`config.mk`:
```
export PLATFORM = sky130hd
export DESIGN_NAME = fifo_vec_packer
export DESIGN_NICKNAME = d
export VERILOG_FILES = /design/src/rtl/fifo_vec_packer.sv
export SDC_FILE = /design/constraint.sdc
export NUM_CORES = 1
export LEC_CHECK = 0
export BUFFER_PORTS_ARGS = -buffer_cell sky130_fd_sc_hd__buf_2
export CAP_MARGIN = 5
export CELL_PAD_IN_SITES_DETAIL_PLACEMENT = 2
export CELL_PAD_IN_SITES_GLOBAL_PLACEMENT = 2
export CORE_MARGIN = 4
export CORE_UTILIZATION = 36
export DETAILED_ROUTE_END_ITERATION = 12
export HOLD_SLACK_MARGIN = 0.02
export PLACE_DENSITY_LB_ADDON = 0.1
export RECOVER_POWER = 25
export SLEW_MARGIN = 20
export SYNTH_ARGS = -nofsm -noshare
export SYNTH_HDL_FRONTEND = slang
export SYNTH_SLANG_ARGS = --single-unit
```
`constraint.sdc`:
```
create_clock -name clk_i -period 2 [get_ports clk_i]
set_input_delay 0.2 -clock clk_i [delete_from_list [all_inputs] [get_ports clk_i]]
set_output_delay 0.2 -clock clk_i [all_outputs]
set_load 0.02 [all_outputs]
```
`src/rtl/fifo_vec_packer.sv`:
```
// fifo_vec_packer: drain-side stage of the activation FIFO.
// Pops scalar elements from a FIFO read port (1-cycle read latency), packs VEC_LEN
// consecutive elements into one vector word and presents it with a valid/ready
// handshake. Vectors are counted per tile and the last vector of each tile is flagged.
// Ports:
//   clk_i          rising-edge clock
//   rstn_i         asynchronous active-low reset
//   en_i           enable new FIFO reads (level)
//   flush_i        synchronous clear: drop partial vector, reset tile count
//   fifo_empty_i   FIFO empty flag
//   fifo_data_i    FIFO read data, valid the cycle after fifo_rd_en_o
//   fifo_rd_en_o   FIFO pop request (combinational)
//   out_vec_o      packed vector, element 0 (oldest) in the low WIDTH bits
//   out_valid_o    out_vec_o valid
//   out_ready_i    consumer accepts out_vec_o
//   out_last_o     current vector is the last of its tile (qualified by out_valid_o)
//   tile_done_o    one-cycle pulse after the last vector of a tile is accepted
module fifo_vec_packer #(
    parameter int VEC_LEN   = 8,
    parameter int TILE_VECS = 16,
    parameter int WIDTH     = 8
) (
    input  logic                     clk_i,
    input  logic                     rstn_i,
    input  logic                     en_i,
    input  logic                     flush_i,
    input  logic                     fifo_empty_i,
    input  logic [WIDTH-1:0]         fifo_data_i,
    output logic                     fifo_rd_en_o,
    output logic [VEC_LEN*WIDTH-1:0] out_vec_o,
    output logic                     out_valid_o,
    input  logic                     out_ready_i,
    output logic                     out_last_o,
    output logic                     tile_done_o
);
    localparam int CW = $clog2(VEC_LEN + 1);
    localparam int VW = TILE_VECS > 1 ? $clog2(TILE_VECS) : 1;
    localparam logic [1:0] FILL = 2'd0, DRAIN = 2'd1, HOLD = 2'd2;
    localparam logic [CW-1:0] LAST_SLOT = CW'(VEC_LEN - 1);
    localparam logic [CW-1:0] FULL = CW'(VEC_LEN);
    localparam logic [VW-1:0] LAST_VEC = VW'(TILE_VECS - 1);

    logic [1:0]               state_q, state_d;
    logic [CW-1:0]            issued_q, issued_d, cap_q, cap_d;
    logic                     pend_q;
    logic [VW-1:0]            vec_cnt_q, vec_cnt_d;
    logic [VEC_LEN*WIDTH-1:0] vec_q, vec_d;
    logic                     valid_q, valid_d, done_q, done_d;

    // Gated by rstn_i so no pop is requested while reset is held.
    assign fifo_rd_en_o = rstn_i & (state_q == FILL) & en_i & ~fifo_empty_i & ~flush_i & (issued_q < FULL);
    assign out_vec_o    = vec_q;
    assign out_valid_o  = valid_q;
    assign out_last_o   = valid_q & (vec_cnt_q == LAST_VEC);
    assign tile_done_o  = done_q;

    always_comb begin
        state_d   = state_q;
        issued_d  = issued_q;
        cap_d     = cap_q;
        vec_cnt_d = vec_cnt_q;
        vec_d     = vec_q;
        valid_d   = valid_q;
        done_d    = 1'b0;
        if (flush_i) begin
            // The element popped last cycle is arriving now; it is dropped by not capturing it.
            state_d   = FILL;
            issued_d  = '0;
            cap_d     = '0;
            vec_cnt_d = '0;
            valid_d   = 1'b0;
        end else begin
            if (fifo_rd_en_o) begin
                issued_d = issued_q + 1'b1;
                if (issued_q == LAST_SLOT) state_d = DRAIN;
            end
            if (pend_q) begin
                for (int i = 0; i < VEC_LEN; i++)
                    if (cap_q == CW'(i)) vec_d[i*WIDTH +: WIDTH] = fifo_data_i;
                cap_d = cap_q + 1'b1;
                if (cap_q == LAST_SLOT) begin
                    state_d = HOLD;
                    valid_d = 1'b1;
                end
            end
            if (valid_q && out_ready_i) begin
                state_d   = FILL;
                issued_d  = '0;
                cap_d     = '0;
                valid_d   = 1'b0;
                vec_cnt_d = (vec_cnt_q == LAST_VEC) ? '0 : vec_cnt_q + 1'b1;
                done_d    = vec_cnt_q == LAST_VEC;
            end
        end
    end

    always_ff @(posedge clk_i or negedge rstn_i) begin
        if (!rstn_i) begin
            state_q   <= FILL;
            issued_q  <= '0;
            cap_q     <= '0;
            pend_q    <= 1'b0;
            vec_cnt_q <= '0;
            vec_q     <= '0;
            valid_q   <= 1'b0;
            done_q    <= 1'b0;
        end else begin
            state_q   <= state_d;
            issued_q  <= issued_d;
            cap_q     <= cap_d;
            pend_q    <= fifo_rd_en_o;
            vec_cnt_q <= vec_cnt_d;
            vec_q     <= vec_d;
            valid_q   <= valid_d;
            done_q    <= done_d;
        end
    end
endmodule

```
==> metrics <==
RSZ-0062 raised after global routing no; hold path cells 3; GP Congestion 0.701; number of diodes 0; crit end category output port; vias per inst 5.12; Clock Latency Late Sink 350 ps; H-tree Lvls 3; r2r endpoint out_vec_o[27]; DP Wirelength 5.97 mm; failing checks capacitance limit, slew limit; NumNets Final 335; period utilization 0.950; cts hold-fix bufs 0; Initial Util 0.374; prevailing post-synth register cell dfrtp_1; Mean Syn Cell Area 14.6 sq um; top post-synthesis cells by area dfrtp_1 (62%), mux2_2 (21%), ha_1 (2.3%), nor2_1 (1.6%), nand2_2 (1.1%); top-count cell post-synth dfrtp_1; CTS Buf Count 9; Via Count 2190; fin cells 428; Synth cell types 33; die width 104 um; share of layout cells above drive strength 1 0.534; MaxCap Viol Count 1; PwrDens 807 nW/um^2; global-route wire length before repair 14.2 mm; GRT Overall Usage 0.171; number of nets still failing antenna checks after routing 0; peak supply drop 475 uV; routed length per instance 20.4 um; worst r2r src pend_q; FILL cells 915; sequential element share of the synthesized area 0.616; r2r setup slk 280 ps; fmax 526 MHz; Synth Register Bits 81; post-layout util 0.457; Worst Tran Pin Value 1780 ps; Synth async-reset ratio 1.00; Iteration-0 DRC Markers 51; Critical Path Source Type flop; Fin. Hold Viols 0; largest net degree at the start of global routing 82; Clock transition at path regs 90 ps; clock buffer depth 2; Clock Skew 7.99 ps; relative slew slack -0.186; FP Rows 34; worst setup path start state_q[1]; I/O Pins 82; Worst EP arrival 1700 ps; clock sink count 81; gr ovfl total 0; Total Wirelength 8.72 mm; die area 10700 sq um; TNS Setup 0 ps; drt first pass iters 3; Syn Nets 246; Pins Over Slew Limit 82; Post-Syn Instances 226; Placed Cells 412; antenna violations before repair 0; synthesis-to-layout area growth 22.3%; Hold WC Path Type input pin to flop; CP Max Fanout 3; Setup WS pre-CTS 306 ps; Tmin final 1900 ps; # Post-CTS Setup Buffers 0; clk root buf clkbuf_8; setup violators final 0; Leak 2.20 nW; CORE AREA 8810 sq um; final hold slack 186 ps; critical path class flop to output port; number of synthesized flops with an enable pin 0; Yosys Warn Count 0; setup slack after layout 99.5 ps; vias in the first global route 2475; most frequent cells after synthesis dfrtp_1 (81), mux2_2 (61), nor2_1 (14); Reg2Reg Depth 3; outcome complete, but fails checks; Residual DRC 0; port bufs 81; Mapped Area 3290 sq um; Hold EP vec_cnt_q[1]; post-synth top area cell dfrtp_1; Die Span Y 104 um; Worst EP required 1800 ps; CTS tree built; hold wc startpoint out_ready_i; share of the synthesized area in the top cell type 0.616
[cell usage in the layout (no fill, tap or decap), drive strengths merged, types with 3 or more instances in the layout]
cell and instances:
nand3 4, mux2i 3, clkinvlp 3, buf 81, dfrtp 81, or3 3
nor2 14, xor2 3, mux2 64, ha 6, inv 4, clkbuf 11
a21oi 6, nand2 14
[sequential cells by signal, summed over array words and instances (netlist names)]
| name | count |
|---|---|
| out_vec_o | 64 |
| cap_q | 4 |
| issued_q | 4 |
| vec_cnt_q | 4 |
| state_q | 2 |
| out_valid_o | 1 |
| pend_q | 1 |
| tile_done_o | 1 |
[final cells by class]
class,count,area [sq um],share of cell area
sequential,81,2030,0.504
multi-input combinational,138,1240,0.308
timing repair buffer,82,409,0.102
clock buffer,10,138,0.0342
tap,108,135,0.0336
clock inverter,6,66.3,0.0165
inverter,3,11.3,0.00280
[worst max path at each step]
stage,cells past startpoint,endpoint
final,3,fifo_rd_en_o
after global routing,3,fifo_rd_en_o
after CTS,3,fifo_rd_en_o
after detailed placement,3,out_vec_o[18]
after global placement,3,out_vec_o[22]
after floorplan,3,issued_q[1]
[cell families after synthesis]
family,count (synthesis),share of synthesized area
and+or+nand+nor,51,0.0966
adders and majority gates,6,0.0228
xor gates and xnor gates,4,0.0106
muxes,67,0.228
buffers and inverters,7,0.00988
AOI/OAI and AO/OA,10,0.0160
DFF,81,0.616
[per-layer routing]
metal / vias to the layer above / part of all wire / GRT usage
li1: 982 / - / -
met1: 1148 / 0.43 / 0.210
met2: 52 / 0.50 / 0.284
met3: 8 / 0.059 / 0.0560
met4: 0 / 0.014 / 0.0570
met5: - / 0 / 0
[power by group]
part | switching (W) | internal, W | leakage (nW)
Sequential | 0.0000378 | 0.00169 | 1.12
Combinational | 0.000182 | 0.0000948 | 0.989
Clock | 0.000630 | 0.000613 | 0.0949
[repair_timing]
item                                    CTS  global route
resized for setup                         1             1
pin swaps                                 0             0
endpoints found under the setup margin    1             1
[through the flow]
step           cell area [sq um]  total power [W]
2_1_floorplan               3290          0.00189
3_3_place_gp                3820          0.00204
3_5_place_dp                3820          0.00205
4_1_cts                     4030          0.00330
5_1_grt                     4030          0.00341
6_report                    4030          0.00325
[critical path: stages, from the launching register on]
cell and delay [ps]:
dfrtp_1 390, or4bb_1 600, nor2_4 180, buf_2 180
(Power assumes the default switching activity.)
